==> config.mk <==
export PLATFORM = sky130hd
export DESIGN_NAME = div_iter
export DESIGN_NICKNAME = d
export VERILOG_FILES = /design/src/rtl/div_iter_pkg.sv /design/src/rtl/div_iter.sv
export SDC_FILE = /design/constraint.sdc
export NUM_CORES = 1
export LEC_CHECK = 0
export ABC_CLOCK_PERIOD_IN_PS = 3960
export CORE_MARGIN = 1
export CORE_UTILIZATION = 51
export CTS_CLUSTER_SIZE = 40
export DETAILED_ROUTE_END_ITERATION = 8
export PLACE_DENSITY = 0.74
export SLEW_MARGIN = 10
export SYNTH_ARGS = -nofsm -noshare
export SYNTH_HDL_FRONTEND = slang
export SYNTH_SLANG_ARGS = --single-unit
==> constraint.sdc <==
create_clock -name clk -period 3.96 [get_ports clk]
set_input_delay 0.792 -clock clk [delete_from_list [all_inputs] [get_ports clk]]
set_output_delay 0.792 -clock clk [all_outputs]
set_load 0.02 [all_outputs]
==> src/rtl/div_iter_pkg.sv <==
// Shared constants and types for the iterative divider.
// The ALU sizes its wait logic from DIV_LATENCY.
package div_iter_pkg;

    localparam int unsigned DIV_ITERS   = 32;
    localparam int unsigned DIV_LATENCY = 34;
    localparam int unsigned CNT_W       = $clog2(DIV_ITERS);

    typedef enum logic [1:0] {
        StIdle = 2'd0,
        StPrep = 2'd1,
        StCalc = 2'd2,
        StFix  = 2'd3
    } div_state_e;

    // Magnitude of a 32-bit operand; only negated when treated as signed.
    function automatic logic [31:0] abs32(input logic [31:0] v, input logic sgn);
        return (sgn && v[31]) ? (~v + 32'd1) : v;
    endfunction

endpackage

==> src/rtl/div_iter.sv <==
// Iterative restoring radix-2 divider, one quotient bit per cycle.
// Division by zero and signed overflow short-circuit straight to FIX.
module div_iter
    import div_iter_pkg::*;
#(
    parameter int unsigned XLEN = 32
) (
    input  logic            clk,
    input  logic            rstn,
    input  logic            enable,
    input  logic            is_signed,
    input  logic [XLEN-1:0] s,
    input  logic [XLEN-1:0] t,
    output logic            completed,
    output logic [XLEN-1:0] q,
    output logic [XLEN-1:0] r,
    output logic            busy
);

    localparam logic [XLEN-1:0]  SMIN     = {1'b1, {(XLEN-1){1'b0}}};
    localparam logic [CNT_W-1:0] CNT_LAST = CNT_W'(DIV_ITERS - 1);

    div_state_e state_q, state_d;

    // acc holds {partial remainder, dividend/quotient}
    logic [2*XLEN-1:0] acc_q, acc_d;
    logic [XLEN-1:0]   div_q, div_d;
    logic              sgn_q, sgn_d;
    logic              neg_q_q, neg_q_d;
    logic              neg_r_q, neg_r_d;
    logic [CNT_W-1:0]  cnt_q, cnt_d;
    logic [XLEN-1:0]   q_q, q_d;
    logic [XLEN-1:0]   r_q, r_d;
    logic              done_q, done_d;

    // Trial subtraction includes the bit shifted out of the remainder.
    logic [XLEN:0]     trial_hi;
    logic [XLEN+1:0]   trial_diff;
    logic              trial_ok;
    logic [2*XLEN-1:0] acc_step;

    always_comb begin
        trial_hi   = acc_q[2*XLEN-1:XLEN-1];
        trial_diff = {1'b0, trial_hi} - {2'b00, div_q};
        trial_ok   = ~trial_diff[XLEN+1];
        if (trial_ok) begin
            acc_step = {trial_diff[XLEN-1:0], acc_q[XLEN-2:0], 1'b1};
        end else begin
            acc_step = {acc_q[2*XLEN-2:0], 1'b0};
        end
    end

    always_comb begin
        state_d = state_q;
        acc_d   = acc_q;
        div_d   = div_q;
        sgn_d   = sgn_q;
        neg_q_d = neg_q_q;
        neg_r_d = neg_r_q;
        cnt_d   = cnt_q;
        q_d     = q_q;
        r_d     = r_q;
        done_d  = 1'b0;

        unique case (state_q)
            StIdle: begin
                if (enable) begin
                    div_d   = t;
                    sgn_d   = is_signed;
                    neg_q_d = 1'b0;
                    neg_r_d = 1'b0;
                    if (t == '0) begin
                        acc_d   = {s, {XLEN{1'b1}}};
                        state_d = StFix;
                    end else if (is_signed && (s == SMIN) && (t == {XLEN{1'b1}})) begin
                        acc_d   = {{XLEN{1'b0}}, SMIN};
                        state_d = StFix;
                    end else begin
                        acc_d   = {{XLEN{1'b0}}, s};
                        state_d = StPrep;
                    end
                end
            end

            StPrep: begin
                acc_d   = {{XLEN{1'b0}}, abs32(acc_q[XLEN-1:0], sgn_q)};
                div_d   = abs32(div_q, sgn_q);
                neg_q_d = sgn_q & (acc_q[XLEN-1] ^ div_q[XLEN-1]);
                neg_r_d = sgn_q & acc_q[XLEN-1];
                cnt_d   = CNT_LAST;
                state_d = StCalc;
            end

            StCalc: begin
                acc_d = acc_step;
                cnt_d = cnt_q - 1'b1;
                if (cnt_q == '0) begin
                    state_d = StFix;
                end
            end

            StFix: begin
                q_d     = neg_q_q ? (~acc_q[XLEN-1:0] + 1'b1) : acc_q[XLEN-1:0];
                r_d     = neg_r_q ? (~acc_q[2*XLEN-1:XLEN] + 1'b1) : acc_q[2*XLEN-1:XLEN];
                done_d  = 1'b1;
                state_d = StIdle;
            end

            default: state_d = StIdle;
        endcase
    end

    always_ff @(posedge clk) begin
        if (!rstn) begin
            state_q <= StIdle;
            acc_q   <= '0;
            div_q   <= '0;
            sgn_q   <= 1'b0;
            neg_q_q <= 1'b0;
            neg_r_q <= 1'b0;
            cnt_q   <= '0;
            q_q     <= '0;
            r_q     <= '0;
            done_q  <= 1'b0;
        end else begin
            state_q <= state_d;
            acc_q   <= acc_d;
            div_q   <= div_d;
            sgn_q   <= sgn_d;
            neg_q_q <= neg_q_d;
            neg_r_q <= neg_r_d;
            cnt_q   <= cnt_d;
            q_q     <= q_d;
            r_q     <= r_d;
            done_q  <= done_d;
        end
    end

    assign completed = done_q;
    assign q         = q_q;
    assign r         = r_q;
    assign busy      = (state_q != StIdle);

endmodule

==> reports/results.txt, run 1 <==
CTS tree = yes
Drc violations = 0
Most frequent CP cell = o21ai_2
Vias in the first global route = 10,400
VDD IR max = 0.480 mV
Min Tclk post-route = 3.59 ns
Post-synth EDFFs = 0
Post-CTS setup repair buffer count = 0
Yosys warns = 0
Slew Viols, Final = 0
Commonest non-fill, non-tap cells in the layout = 171 x dfxtp_1, 139 x nor2_1, 136 x a21oi_1
Post-synth cell types = 76
RSZ-0062 raised after global routing = no
Detail Placement HPWL = 27,600 microns
Mapped Cells = 1,492
Worst-path clk slew = 0.08 ns
Grt ovf = 0
Flip-flop and latch area = 3420 sq um
Wire per inst = 19.7 microns
Final GP Congestion = 0.963
Total power = 0.0118 W
Seq cells post-synth = 171
Register area share after synthesis = 30.1%
Critical Path Start Type = flop
Crit path max fanout = 12
CTS Hold Bufs = 0
Area growth syn-to-layout = 19.5%
Syn Area/Cell = 7.62 sq um
Leak Pwr = 5.03 nW
Total CTS buffers = 17
Global-route wire length before repair = 57,900 microns
Die area = 22,900 sq um
CP Capture Type = flop
Share of cells above drive strength 1 = 6.44%
First-pass iteration count of the detailed router = 6
Initial antenna violation count = 1
Vias after detailed routing = 11,900
CTS sink cnt = 171
Max frequency = 0.279 GHz
Htree depth = 4
Final hold viol count = 0
Post-placement cell count = 1,847
Multi-input logic area = 7290 sq um
Root Driver = clkbuf_16
Crit path DAT = 3.92 ns
Final net count = 1,697
Outcome = complete, no violations
Setup-failing EPs final = 0
Asr flop ratio synth = 0%
Clock Path Buffers = 2
Syn Std Cell Area = 11,400 sq um
Largest net degree at the start of global routing = 95
Cell Rows = 54
Syn Nets = 1,603
Slew @ Worst Pin = 0.913 ns
Die Wd = 151 microns
Filler cell count = 1,928
Final wirelength = 37,100 microns
Max Cap Violations = 0
Initial DRC count = 1,083
Clk_lat worst skew = 0.44 ns
Critical path cell sequence = inv_1, ha_1, nor2b_1, o31a_2, o21ai_2, a211oi_4, o21ai_2, a2111o_1, a21oi_4, or2_2, buf_4, a21oi_1, a211oi_1
Top Ports = 134
CP required = 4.29 ns
Sum Neg Setup Slack = 0 ns
Relative slew slack = 39.0%
Tot GR Track Use = 32.6%
Worst setup path category = flop to flop
Vias per cell = 6.32
Fin crit share = 90.6%
Slowest-stage cell, CP = a2111o_1
Port-buffer cells = 133
Ant diodes = 0
Chip height = 151 microns
Layout Cells excl Fill = 1,879
Post-route ant nets = 0
Core ar. = 21,800 sq um
Starting Density = 52.1%
Fin Clk Skew = 0.0169 ns
HP Class = flop to flop
Slowest stage delay, CP = 0.50 ns
Post-synth top flop = dfxtp_1
Most common cell after layout, fill and taps aside = dfxtp_1
Power per Cell Area = 872 nW/um^2
-- repair_timing --
action                                  4_1_cts  5_1_grt
gates resized for setup                       0        1
endpoints found under the setup margin        0        4
endpoints found under the hold margin         0        0
-- metal layers --
metal,track usage [%],up-vias,part of all wire [%]
met5,0,-,0
met4,12.5,0,3.4
met3,5.78,79,10
met2,47.6,626,43
met1,47.2,5484,44
li1,-,5680,-
-- worst max-delay path: cells and delay by family, from the launching register on --
kind | cells | cell delay [ns]
AND/OR/NAND/NOR | 2 | 0.55
AO/OA/AOI/OAI | 8 | 1.85
adder cells (fa/ha/maj) | 1 | 0.23
buffers and inverters | 2 | 0.39
flip-flops | 1 | 0.46
-- cell type report --
class                   count  share of cell area, %
clock buffers              18                   3.16
clock inverters            14                   1.33
inverters                  74                   2.04
multi-input cells        1150                   53.7
flip-flops and latches    171                   25.2
well taps                 280                   2.58
repair buffers            172                   12.0
-- cell families after synthesis --
kind of cell             count (synthesis)  synth area share, %
multiplexers                            30                 2.65
AO/OA/AOI/OAI                          531                 30.4
AND/OR/NAND/NOR                        462                 19.6
flip-flops                             171                 30.1
buffers and inverters                  171                 6.01
adder cells (fa/ha/maj)                 43                 4.80
XOR/XNOR                                84                 6.47
-- power by group --
part	total [W]	internal [W]	switching, W
clock	0.00179	0.00101	0.000777
sequential	0.00262	0.00217	0.000459
combinational	0.00743	0.00288	0.00456
-- final timing paths --
path,start,endpoint,slack (ns),depth (start not counted)
worst min register to register,q[12],q[12],0.48,2
worst max register to register,acc_q[31],acc_q[0],0.37,13
worst min-delay path,q[12],q[12],0.48,2
worst max-delay path,acc_q[31],acc_q[0],0.37,13
-- sequential cells by signal (all words and copies together) (netlist names) --
name,count
acc_q,64
cnt_q,5
completed,1
div_q,32
neg_q_q,1
neg_r_q,1
q,32
r,32
sgn_q,1
state_q,2
-- synth_stat cells (8+ instances only) --
library cell  count  area share, %
dfxtp_1         171             30
nor2_1          139            4.6
a21oi_1         137            6.0
nand2_1         118            3.9
o21ai_0         112            4.9
clkbuf_1         78            2.6
inv_1            73            2.4
a211oi_1         65            4.3
xor2_1           47            3.6
ha_1             42            4.6
nor3_1           42            1.8
xnor2_1          37            2.8
mux2i_1          29            2.6
a31oi_1          25            1.4
a22oi_1          23            1.5
or3_1            23            1.3
a221o_1          22            1.9
nand3_1          22           0.97
nand4_1          21            1.2
nor4_1           20            1.1
a21o_1           19            1.3
o22ai_1          18           0.99
and2_1           17           0.94
o21ai_1          16           0.70
o31ai_1          15           0.99
o211ai_1         14           0.92
and3_1           12           0.66
buf_1            12           0.40
nand2b_1         10           0.55
nor2b_1          10           0.55
o21a_1            9           0.59
o311ai_0          8           0.62
-- per-stage QoR --
stage / hold WS (ns) / util [%] / instance area (sq um) / setup slack (ns)
after floorplan: 0.450 / - / 11400 / 0.927
after global placement: 0.469 / 59.5 / 13000 / 0.388
after detailed placement: 0.477 / 59.5 / 13000 / 0.255
after CTS: 0.487 / 62.3 / 13600 / 0.212
after global routing: 0.499 / 62.3 / 13600 / 0.194
final: 0.484 / 62.3 / 13600 / 0.374
Power figures use the tool's default switching activity.
==> run 2, diff against run 1 <==
--- a/config.mk
+++ b/config.mk
@@ -5,7 +5,8 @@
 export SDC_FILE = /design/constraint.sdc
 export NUM_CORES = 1
 export LEC_CHECK = 0
-export ABC_CLOCK_PERIOD_IN_PS = 3960
+export ABC_CLOCK_PERIOD_IN_PS = 4100
+export CAP_MARGIN = 20
 export CORE_MARGIN = 1
 export CORE_UTILIZATION = 51
 export CTS_CLUSTER_SIZE = 40
==> constraint.sdc (replaced) <==
create_clock -name clk -period 4.1 [get_ports clk]
set_input_delay 0.82 -clock clk [delete_from_list [all_inputs] [get_ports clk]]
set_output_delay 0.82 -clock clk [all_outputs]
set_load 0.02 [all_outputs]
==> run 2 against run 1 <==
Fmax grew 4.4%. Combinational power shrank 5.2%. Via count grew 1.1%. Core utilization shrank 0.32 points. Wire length shrank 0.78%. First-iteration DRC count grew 16%. Clock-buffer cell count grew 1. Clock power shrank 6%.
==> reports/results.txt, run 2 (synthesis results as in run 1) <==
Vias per cell = 6.41 (+1.5%)
Initial DRC count = 1,261 (+16%)
Final Hold Slack = 0.483 ns (-0.00177 ns)
Die area = 22,900 sq um (unchanged)
Fin Clk Skew = 0.0126 ns (-0.00434 ns)
Min Tclk post-route = 3.43 ns (-0.151 ns)
Sum Neg Setup Slack = 0 ns (unchanged)
Wire per inst = 19.7 microns (-0.35%)
Area growth syn-to-layout = 18.9%
Max Cap Violations = 0 (unchanged)
Final hold viol count = 0 (unchanged)
Slew Viols, Final = 0 (unchanged)
CTS resizes = 0 (unchanged)
Post-placement cell count = 1,839 (-0.43%)
Root Driver = clkbuf_16
HP Class = flop to flop
Drc violations = 0 (unchanged)
Commonest non-fill, non-tap cells in the layout = 171 x dfxtp_1, 139 x nor2_1, 136 x a21oi_1
CTS Hold Bufs = 0 (unchanged)
HP Start = q[25]
Power per Cell Area = 835 nW/um^2 (-4.2%)
Detail Placement HPWL = 26,900 microns (-2.5%)
Clock Path Buffers = 2 (unchanged)
Fin crit share = 83.8% (-6.8 points)
Top reg by flops = acc_q
Outcome = complete, no violations
Vias in the first global route = 10,500 (+1.0%)
Cell Rows = 54 (unchanged)
Final wirelength = 36,800 microns (-0.78%)
Crit path DAT = 3.76 ns (-0.16 ns)
Global-route wire length before repair = 57,000 microns (-1.5%)
Die Wd = 151 microns (unchanged)
Total CTS buffers = 17 (unchanged)
Chip height = 151 microns (unchanged)
Most common cell after layout, fill and taps aside = dfxtp_1
Initial antenna violation count = 0 (-1)
Grt ovf = 0 (unchanged)
Top Ports = 134 (unchanged)
Worst Hold End = q[25]
Flip-flop and latch area = 3420 sq um (unchanged)
Final net count = 1,689 (-0.47%)
Post-route ant nets = 0 (unchanged)
Hold Path Stages = 2 (unchanged)
Core ar. = 21,800 sq um (unchanged)
Worst setup path category = flop to flop
RSZ-0062 raised after global routing = no
Vias after detailed routing = 12,000 (+1.1%)
CP required = 4.42 ns (+0.13 ns)
Ant diodes = 0 (unchanged)
Reg2Reg Launch Point = acc_q[31]
Final GP Congestion = 0.970 (+0.76%)
First-pass iteration count of the detailed router = 6 (unchanged)
Share of cells above drive strength 1 = 5.91% (-0.53 points)
Filler cell count = 1,992 (+3.3%)
Leak Pwr = 4.98 nW (-0.98%)
R2R Setup Slk = 0.67 ns (+0.29 ns)
Starting Density = 52.1% (unchanged)
Worst setup path startpoint = acc_q[31]
Clk_lat worst skew = 0.44 ns (about the same)
CP Capture Type = flop
Tot GR Track Use = 32.2% (-0.45 points)
VDD IR max = 0.540 mV (+12%)
Max frequency = 0.291 GHz (+4.4%)
Relative slew slack = 49.2% (+10 points)
End of the worst register-to-register path = acc_q[63]
Largest net degree at the start of global routing = 78 (-18%)
R2R depth = 12 (-1)
Htree depth = 4 (unchanged)
Setup-failing EPs final = 0 (unchanged)
Slew @ Worst Pin = 0.763 ns (-0.151 ns)
Critical Path Start Type = flop
CTS tree = yes
Layout Cells excl Fill = 1,871 (-0.43%)
CTS sink cnt = 171 (unchanged)
Crit path max fanout = 7 (-5)
Worst-path clk slew = 0.07 ns (about the same)
Port-buffer cells = 133 (unchanged)
Max reg flops = 64 (unchanged)
Post-CTS setup repair buffer count = 0 (unchanged)
Multi-input logic area = 7290 sq um (unchanged)
[run 2: power by group]
part / switching (W) / total [W] / internal [W]
combinational: 0.00430 / 0.00704 / 0.00274
sequential: 0.000467 / 0.00256 / 0.00209
clock: 0.000758 / 0.00169 / 0.000934
total: 0.00552 / 0.0113 / 0.00577
[run 2: area by class of cell]
type | count | area share [%]
Clock buffer | 19 | 3.28
Clock inverter | 13 | 1.17
Inverter | 74 | 2.05
Multi-Input combinational cell | 1150 | 53.9
Sequential cell | 171 | 25.3
Tap cell | 280 | 2.59
Timing Repair Buffer | 164 | 11.7
[run 2: worst max-delay path by stage]
| stage | to | slack [ns] | cells past startpoint |
|---|---|---|---|
| after floorplan | acc_q[55] | 1.07 | 15 |
| after global placement | acc_q[63] | 0.58 | 12 |
| after detailed placement | acc_q[63] | 0.55 | 12 |
| after CTS | acc_q[63] | 0.69 | 11 |
| after global routing | acc_q[63] | 0.50 | 11 |
| final | acc_q[63] | 0.67 | 12 |
[run 2: per-stage QoR]
step	area (sq um)	util [%]	power, W	setup slack (ns)
floorplan	11400	-	0.00771	1.07
global placement	12900	59.2	0.00934	0.578
detailed placement	12900	59.2	0.00943	0.552
CTS	13500	61.9	0.0111	0.689
global route	13500	61.9	0.0121	0.504
finish	13500	61.9	0.0113	0.665
[run 2: metal layers]
metal / vias to the layer above / part of all wire [%] / wire length (microns) / track usage [%]
met3: 75 / 10 / 3750 / 5.27
met4: 0 / 3.2 / 1190 / 12.3
met5: - / 0 / 0 / 0
met1: 5615 / 43 / 15900 / 46.0
li1: 5660 / - / - / -
met2: 649 / 43 / 15900 / 47.9
[run 2: critical path, stage by stage (launching register included)]
cell,delay (ns)
dfxtp_1,0.47
inv_1,0.11
ha_1,0.22
nor2b_1,0.16
o31a_2,0.17
o21ai_2,0.11
a211oi_4,0.36
o21ai_2,0.10
a2111o_1,0.51
a2111oi_0,0.67
or2_2,0.22
a41o_1,0.16
nor2_1,0.04
